`src/rtl/conv_drv_pkg.sv`:
```
// Shared state encoding and sizing helpers for the conv stream driver.
package conv_drv_pkg;

  typedef enum logic [2:0] {
    IDLE,
    PRIME,
    STREAM,
    TAIL,
    WAIT,
    HOLD,
    CLEAR
  } state_e;

  localparam int ACT_W = 2;

  // clog2 that never returns 0, so single-entry tables still get a 1-bit index
  function automatic int clog2p(input int n);
    return (n <= 2) ? 1 : $clog2(n);
  endfunction

  function automatic int patch_w(input int para_x, input int kmax);
    return para_x + kmax - 1;
  endfunction

  function automatic int patch_h(input int para_y, input int kmax);
    return para_y + kmax - 1;
  endfunction

endpackage

```
`src/rtl/conv_snake_scan.sv`:
```
// Kernel-offset walker: visits (ky,kx) in snake order and remembers the index
// of the offset presented on the previous advance, which is the weight to issue.
module conv_snake_scan
  import conv_drv_pkg::*;
#(
  parameter int KSW = 2,
  parameter int KW  = 2,
  parameter int WAW = 4
) (
  input  logic           clk_i,
  input  logic           rst_ni,
  input  logic           start_i,
  input  logic           advance_i,
  input  logic [KSW-1:0] ksize_i,
  output logic [KW-1:0]  ky_o,
  output logic [KW-1:0]  kx_o,
  output logic [WAW-1:0] widx_o,
  output logic           last_o
);

  logic [KW-1:0]  ky_q, kx_q;
  logic [WAW-1:0] widx_q;
  logic           row_end;
  int             kl;

  always_comb begin
    kl      = int'(ksize_i) - 1;
    row_end = ky_q[0] ? (kx_q == '0) : (int'(kx_q) == kl);
    last_o  = row_end && (int'(ky_q) == kl);
  end

  // The last offset is held so the tail cycle still sees the final window.
  always_ff @(posedge clk_i or negedge rst_ni) begin
    if (!rst_ni) begin
      ky_q   <= '0;
      kx_q   <= '0;
      widx_q <= '0;
    end else if (start_i) begin
      ky_q   <= '0;
      kx_q   <= '0;
      widx_q <= '0;
    end else if (advance_i) begin
      widx_q <= WAW'(int'(ky_q) * int'(ksize_i) + int'(kx_q));
      if (!last_o) begin
        if (row_end)      ky_q <= ky_q + KW'(1);
        else if (ky_q[0]) kx_q <= kx_q - KW'(1);
        else              kx_q <= kx_q + KW'(1);
      end
    end
  end

  assign ky_o   = ky_q;
  assign kx_o   = kx_q;
  assign widx_o = widx_q;

endmodule

```
`src/rtl/conv_stream_driver.sv`:
```
// Sequencer for the fp16 ConvParaScale engine: patch/weight store, snake-order window
// streaming, result hand-off. Define CONV_DRV_TIMEOUT_EN to add the WAIT watchdog and err flag.
module conv_stream_driver
  import conv_drv_pkg::*;
#(
  parameter  int DATA_WIDTH = 16,
  parameter  int PARA_X     = 3,
  parameter  int PARA_Y     = 4,
  parameter  int KMAX       = 3,
`ifdef CONV_DRV_TIMEOUT_EN
  parameter  int TIMEOUT    = 64,
`endif
  localparam int PW  = patch_w(PARA_X, KMAX),
  localparam int PH  = patch_h(PARA_Y, KMAX),
  localparam int PAW = clog2p(PW * PH),
  localparam int WAW = clog2p(KMAX * KMAX),
  localparam int KSW = clog2p(KMAX + 1),
  localparam int KW  = clog2p(KMAX),
  localparam int TW  = PARA_X * PARA_Y * DATA_WIDTH
) (
  input  logic                  clk,
  input  logic                  rst,
  input  logic                  patch_we,
  input  logic [PAW-1:0]        patch_addr,
  input  logic [DATA_WIDTH-1:0] patch_data,
  input  logic                  w_we,
  input  logic [WAW-1:0]        w_addr,
  input  logic [DATA_WIDTH-1:0] w_data,
  input  logic                  start,
  input  logic [KSW-1:0]        kernel_size,
  input  logic [ACT_W-1:0]      activation,
  output logic                  busy,
  output logic                  conv_rst,
  output logic                  conv_op_type,
  output logic [TW-1:0]         conv_input,
  output logic [DATA_WIDTH-1:0] conv_weight,
  output logic [KSW-1:0]        conv_ksize,
  output logic [ACT_W-1:0]      conv_act,
  input  logic                  result_ready,
  input  logic [TW-1:0]         result_buffer,
  output logic                  out_valid,
  input  logic                  out_ready,
  output logic [TW-1:0]         out_data,
  output logic                  err
);

  state_e                state_q, state_d;
  logic [DATA_WIDTH-1:0] patch_q [2**PAW];
  logic [DATA_WIDTH-1:0] wgt_q   [2**WAW];
  logic [KSW-1:0]        ksize_q, kclamp;
  logic [ACT_W-1:0]      act_q;
  logic                  out_valid_q;
  logic [TW-1:0]         out_data_q;
  logic                  scan_start, scan_adv, scan_last, capture, tmo;
  logic                  win_en, wgt_en;
  logic [KW-1:0]         ky, kx;
  logic [WAW-1:0]        widx;

  // Stores are writable in every state; a write mid-run only corrupts that run.
  always_ff @(posedge clk) begin
    if (patch_we) patch_q[patch_addr] <= patch_data;
    if (w_we)     wgt_q[w_addr]       <= w_data;
  end

  always_comb begin
    kclamp = kernel_size;
    if (kernel_size == '0 || int'(kernel_size) > KMAX) kclamp = KSW'(1);
  end

  conv_snake_scan #(
    .KSW (KSW),
    .KW  (KW),
    .WAW (WAW)
  ) u_scan (
    .clk_i     (clk),
    .rst_ni    (rst),
    .start_i   (scan_start),
    .advance_i (scan_adv),
    .ksize_i   (ksize_q),
    .ky_o      (ky),
    .kx_o      (kx),
    .widx_o    (widx),
    .last_o    (scan_last)
  );

`ifdef CONV_DRV_TIMEOUT_EN
  localparam int CW = clog2p(TIMEOUT + 1);
  logic [CW-1:0] wcnt_q;
  logic          err_q;

  assign tmo = (state_q == WAIT) && !result_ready && (wcnt_q == CW'(TIMEOUT - 1));

  always_ff @(posedge clk or negedge rst) begin
    if (!rst) begin
      wcnt_q <= '0;
      err_q  <= 1'b0;
    end else begin
      wcnt_q <= (state_q == WAIT) ? wcnt_q + CW'(1) : '0;
      if (scan_start) err_q <= 1'b0;
      else if (tmo)   err_q <= 1'b1;
    end
  end

  assign err = err_q;
`else
  assign tmo = 1'b0;
  assign err = 1'b0;
`endif

  always_comb begin
    state_d    = state_q;
    scan_start = 1'b0;
    scan_adv   = 1'b0;
    capture    = 1'b0;
    case (state_q)
      IDLE: if (start) begin
        scan_start = 1'b1;
        state_d    = PRIME;
      end
      PRIME, STREAM: begin
        scan_adv = 1'b1;
        if (scan_last)             state_d = TAIL;
        else if (state_q == PRIME) state_d = STREAM;
      end
      TAIL: state_d = WAIT;
      WAIT: begin
        if (result_ready) begin
          capture = 1'b1;
          state_d = HOLD;
        end else if (tmo) begin
          state_d = CLEAR;
        end
      end
      HOLD:    if (out_ready) state_d = CLEAR;
      CLEAR:   state_d = IDLE;
      default: state_d = IDLE;
    endcase
  end

  always_ff @(posedge clk or negedge rst) begin
    if (!rst) begin
      state_q     <= IDLE;
      ksize_q     <= '0;
      act_q       <= '0;
      out_valid_q <= 1'b0;
      out_data_q  <= '0;
    end else begin
      state_q     <= state_d;
      out_valid_q <= (state_d == HOLD);
      if (scan_start) begin
        ksize_q <= kclamp;
        act_q   <= activation;
      end
      if (capture) out_data_q <= result_buffer;
    end
  end

  assign win_en = (state_q == PRIME) || (state_q == STREAM) || (state_q == TAIL);
  assign wgt_en = (state_q == STREAM) || (state_q == TAIL);

  for (genvar y = 0; y < PARA_Y; y++) begin : g_row
    for (genvar x = 0; x < PARA_X; x++) begin : g_col
      logic [PAW-1:0] addr;
      assign addr = PAW'((int'(ky) + y) * PW + int'(kx) + x);
      assign conv_input[(y*PARA_X+x)*DATA_WIDTH +: DATA_WIDTH] = win_en ? patch_q[addr] : '0;
    end
  end

  assign conv_weight  = wgt_en ? wgt_q[widx] : '0;
  assign busy         = (state_q != IDLE);
  assign conv_rst     = !((state_q == IDLE) || (state_q == CLEAR));
  assign conv_op_type = 1'b0;
  assign conv_ksize   = ksize_q;
  assign conv_act     = act_q;
  assign out_valid    = out_valid_q;
  assign out_data     = out_data_q;

endmodule

```
`config.mk`:
```
export PLATFORM = sky130hd
export DESIGN_NAME = conv_stream_driver
export DESIGN_NICKNAME = d
export VERILOG_FILES = /design/src/rtl/conv_drv_pkg.sv /design/src/rtl/conv_snake_scan.sv /design/src/rtl/conv_stream_driver.sv
export SDC_FILE = /design/constraint.sdc
export NUM_CORES = 2
export LEC_CHECK = 0
export BUFFER_PORTS_ARGS = -buffer_cell sky130_fd_sc_hd__buf_4
export CAP_MARGIN = 0
export CORE_MARGIN = 5
export CORE_UTILIZATION = 35
export DETAILED_ROUTE_END_ITERATION = 10
export PLACE_DENSITY = 0.54
export SLEW_MARGIN = 25
export SYNTH_ARGS = -nofsm -noshare
export SYNTH_HDL_FRONTEND = slang
export SYNTH_SLANG_ARGS = --single-unit
```
`constraint.sdc`:
```
create_clock -name clk -period 5.86 [get_ports clk]
set_input_delay 0.879 -clock clk [delete_from_list [all_inputs] [get_ports clk]]
set_output_delay 0.879 -clock clk [all_outputs]
set_load 0.02 [all_outputs]
```
# After elaboration in Yosys (flattened, before gate mapping)
# Memory sizes are Yosys's and may differ from the RTL's.
# Cells that the tools add are included.
# classes
addsub	20
n_mul	5
eq_ne	11
muxes	41
reduce_logical	15
# ops
operator	count
$mux 16	13
$eq 3x32->1	2
$add 5x2->5 const B	8
$add 5x2->5	4
$mux 2	10
$mul 3x3->5 const B	3
$mux 3	5
$pmux 3 s5	1
$eq 3x3->1 const B	4
$mux 1	10
$mux 4	2
$add 2x2->3 const B	2
$eq 3x2->1 const B	2
$reduce_and 3->1	2
$mul 2x3->5 const B	1
$add 2x1->2 const B	2
$add 4x3->4	1
$logic_not 2->1	2
$logic_or 1x1->1	4
$mul 2x2->4	1
$ne 2x2->1 const B	2
$reduce_bool 2->1	2
$add 2x1->3 const B	1
$eq 3x1->1 const B	1
7 further kinds	7
# word_totals
regBits	208
ramBits	768
inputBits	244
out_inout_bits	409
elab_cells	102
memories	2
# memory_table
memory	words	word_bits	rd	rd_clocked_by_memory_dff	write_ports	line	source
patch_q	32	16	12	0	1	conv_stream_driver.sv:48	logic [DATA_WIDTH-1:0] patch_q [2**PAW];
wgt_q	16	16	1	0	1	conv_stream_driver.sv:49	logic [DATA_WIDTH-1:0] wgt_q [2**WAW];

# Logic depth before layout (Yosys ltp)
# logic_depth
ltp_word	7
depth_mapped	17
mapped_depth_nobuf	13

# Cells and area by module
# A second synthesis with hierarchy kept.
# unflattened
hier_cells	4417
hier_area_um2	66761.5
# by_module_without_submodules
module	instances	cells_each	area_per_inst_um2	seq_area_each_um2
conv_stream_driver	1	4341	66103.4	28066.9
conv_snake_scan	1	76	658.1	200.2

# Worst setup path after synthesis
# Ideal clock, no wire load.
# synth_path
path_kind	reg2out
start	reg u_scan.ky_q[0] (netlist: u_scan.ky_o[0])
end	out conv_input[83]
arrival_ps	4884
t_required_ps	4981
setup_slack_ps	97
path_stages_with_launch	18
path_buffers	5
path_cell_list	dfrtp_1 inv_1 fa_1 inv_1 ha_1 inv_1 fa_1 buf_2 inv_2 buf_1 ha_1 buf_2 clkbuf_1 clkbuf_1 mux4_2 nand2_1 o21ai_0 o22ai_1
# synth_via
elab_chain_len	6
# synth_rtl
item	line	source
start, declared	conv_snake_scan.sv:21	logic [KW-1:0] ky_q, kx_q;
start signal, assigned	conv_snake_scan.sv:45	if (row_end) ky_q <= ky_q + KW'(1);
$add 2x1->3	conv_stream_driver.sv:164	assign addr = PAW'((int'(ky) + y) * PW + int'(kx) + x);
$mul 3x3->5	conv_stream_driver.sv:164	
$add 5x2->5 (2 in series)	conv_stream_driver.sv:164	
$mem_v2 32x16	-	
$mux 16	conv_stream_driver.sv:165	assign conv_input[(y*PARA_X+x)*DATA_WIDTH +: DATA_WIDTH] = win_en ? patch_q[addr] : '0;
end, declared	conv_stream_driver.sv:35	output logic [TW-1:0] conv_input,
# No other way between the ends.

# Worst setup path in the final report
# layout_path
start	reg u_scan.ky_q[1] (netlist: u_scan.ky_o[1])
end	out conv_input[124]
# layout_via
elab_chain_len	6
# layout_rtl
item	line
$add 2x2->3	conv_stream_driver.sv:164
$mul 3x3->5	conv_stream_driver.sv:164
$add 5x2->5 (2 in series)	conv_stream_driver.sv:164
$mem_v2 32x16	-
$mux 16	conv_stream_driver.sv:165
# No other way between the ends.

==> results.yml <==
run_status:
  outcome: "completed"
critical_path:
  critPathBufInv: 5
  reg2reg_to: "out_data[162]"
  slowest_stage: "fa_4"
  worstSetupPathType: "reg2out"
  crit_arrival_ps: 4950
  worstReg2RegStart: "state_q[0]"
  critical_path.endpoint: "conv_input[124]"
  cp_cell_sequence: "inv_4 -> ha_1 -> ha_4 -> inv_1 -> fa_4 -> inv_1 -> ha_4 -> nor2b_1 -> xnor2_2 -> buf_12 -> a21oi_1 -> o22ai_1 -> buf_4"
  cp_top_family: "adder cells"
  crit_path_end_kind: "output pin"
  cp_data_required_time_ps: 4980
  slowest_delay_ps: 920
  cp-start-kind: "flip-flop"
  cp.depth: 13
  crit_start: "u_scan.ky_o[1]"
  worstPathMaxFanout: 64
  reg2reg_depth: 3
  rrSetupSlack_ps: 3330
synth:
  ys_seq_area_share_pct: 44.4
  syn_inst: 4223
  synth_top_area_share_pct: 36.2
  ys_seq_elements: 976
  synth_commonest_cells: "819 x mux4_2, 768 x edfxtp_1, 485 x mux2_2"
  yosys-top-cells-area: "edfxtp_1 36%, mux4_2 29%, mux2_2 8.6%"
  async_reset_ff_share_pct: 21.3
  synth-edff-count: 768
  syn_area_per_cell_sq_um: 15.1
  yosysMostFrequentCell: "mux4_2"
  syn_area_sq_um: 63700
  yosysUniqueCellTypes: 58
  synth_top_area_cell: "edfxtp_1"
  synth_ff_type: "edfxtp_1"
  yosysWarnings: 0
layout:
  nNetsFinal: 5218
  final_util_pct: 43.1
  fill_cells: 16400
  syn2layout_area_growth_pct: 22.4
  drive_above_1_share_pct: 52.3
global_routing:
  antenna_found_initial: 27
  grt_pass1_vias: 46400
  track_usage_pct: 30.5
  overflow: 0
  grt_max_degree: 138
  grt_pass1_wl_microns: 405000
floorplan:
  initial_core_util_pct: 35.2
  die_area_sq_um: 191000
  fp.dieW_microns: 437
  io_pins: 653
  die_y_microns: 437
  rows: 156
  core_region_area_sq_um: 181000
clocking:
  cts_buffer_depth: 3
  cts_inserted_buffers: 113
  cts_tree: "yes"
  clkSinkCount: 976
  clk_latency_ps: 790
  htreeDepth: 3
  cts_root_buffer: "clkbuf_16"
  clk_pin_slew_ps: 60
sta:
  post-route-min-period_ps: 5830
  maxSlewHeadroom_pct: 19.4
  rsz0062_at_grt: "true"
  finClkSkew_ps: 34.0
  setup_slack_ps: 33.6
  hold_viol_final: 0
  worst_slew_pin_slew_ps: 1210
  final.period_utilization_pct: 99.4
  max_freq_ghz: 0.172
  setup_viol: 0
  tns_ps: 0
  drv_slew: 0
route:
  vias_per_cell: 6.56
  drc: 0
  wirelength_microns: 303000
  via_count: 48600
  first_iter_violations: 6411
  wl_per_cell_microns: 41.0
  dr.pass1.iters: 6
  ant_nets: 0
placement:
  portBuffers: 650
  place_ws_ps: -47.2
  hpwlAfterDp_microns: 216000
  routabilityCongestion: 1.02
worst_hold_path:
  hp-class: "in2async"
run:
  maxCapViolations: 0
-- worst reg2reg max path: cells and delay by family (launching register included) --
| kind | cells | cell delay [ps] |
|---|---|---|
| simple gates | 1 | 780 |
| flops | 1 | 540 |
| mux | 1 | 660 |
| buf+inv | 1 | 470 |
-- layout by cell type (no fill, tap or decap), types with 40 or more instances in the layout --
cell | Yosys | layout
mux2_2 | 485 | 483
nand2_1 | 180 | 180
o21ai_0 | 111 | 105
edfxtp_1 | 768 | 768
mux4_2 | 819 | 819
o211ai_1 | 44 | 44
o22ai_1 | 149 | 120
buf_12 | 0 | 40
a21oi_1 | 177 | 177
clkbuf_16 | 0 | 120
buf_4 | 8 | 907
nor2_1 | 241 | 203
dfrtp_1 | 208 | 201
mux2i_1 | 275 | 275
-- routing by layer --
| metal | up-vias | wire (microns) | GRT usage [%] | part of all wire [%] |
|---|---|---|---|---|
| li1 | 19000 | - | - | - |
| met1 | 25500 | 111000 | 38.1 | 36 |
| met2 | 3273 | 140000 | 48.7 | 46 |
| met3 | 812 | 29300 | 7.13 | 9.7 |
| met4 | 26 | 22900 | 17.5 | 7.5 |
| met5 | - | 170 | 0 | 0.056 |
-- kinds of logic after synthesis --
| logic type | after synthesis | synth area share, % |
|---|---|---|
| muxes | 1579 | 41.9 |
| and+or+nand+nor | 595 | 4.19 |
| xor gates and xnor gates | 28 | 0.487 |
| buffers and inverters | 428 | 2.73 |
| AOI/OAI and AO/OA | 579 | 5.51 |
| adders and majority gates | 37 | 0.810 |
| DFF | 976 | 44.4 |
| other | 1 | 0.00589 |
-- registers in the layout (all words and copies together) (netlist names) --
name and count:
conv_act 2, conv_ksize 2, out_data 192, u_scan.widx_o 4
out_valid 1, wgt_q 256, u_scan.ky_o 2, state_q 3
u_scan.kx_o 2, patch_q 512
-- cell type report --
cell class | count | area [sq um] | area share, %
multi-input cells | 2820 | 34600 | 44.3
clock buffers | 137 | 2980 | 3.82
well taps | 2370 | 2970 | 3.80
diodes | 5 | 12.5 | 0.0160
clock inverters | 70 | 714 | 0.916
repair buffers | 984 | 8270 | 10.6
flip-flops and latches | 976 | 28300 | 36.3
inverters | 42 | 175 | 0.225
-- per-stage QoR --
stage | hold WS [ps] | instances | area, sq um
after floorplan | 583 | 4224 | 63700
after global placement | 465 | 7137 | 73000
after detailed placement | 473 | 7137 | 73000
after CTS | 80.8 | 7379 | 77500
after global routing | 120 | 7399 | 77900
final | 75.7 | 7404 | 78000
-- how the worst min path moves through the flow --
stage	end
2_1_floorplan	conv_act[0]
3_3_place_gp	conv_act[1]
3_5_place_dp	conv_act[0]
4_1_cts	out_data[44]
5_1_grt	out_data[67]
6_report	out_data[67]
-- repair_timing --
action	CTS	global route
buffers inserted	31	15
resized for setup	75	43
endpoints found under the setup margin	158	92
hold endpoints to repair	0	0
gates cloned	4	8
pin swaps	14	14
hold buffers	0	0
Power is not shown: default switching activity piles up to over one toggle a cycle in this logic, so the estimate is an artifact.
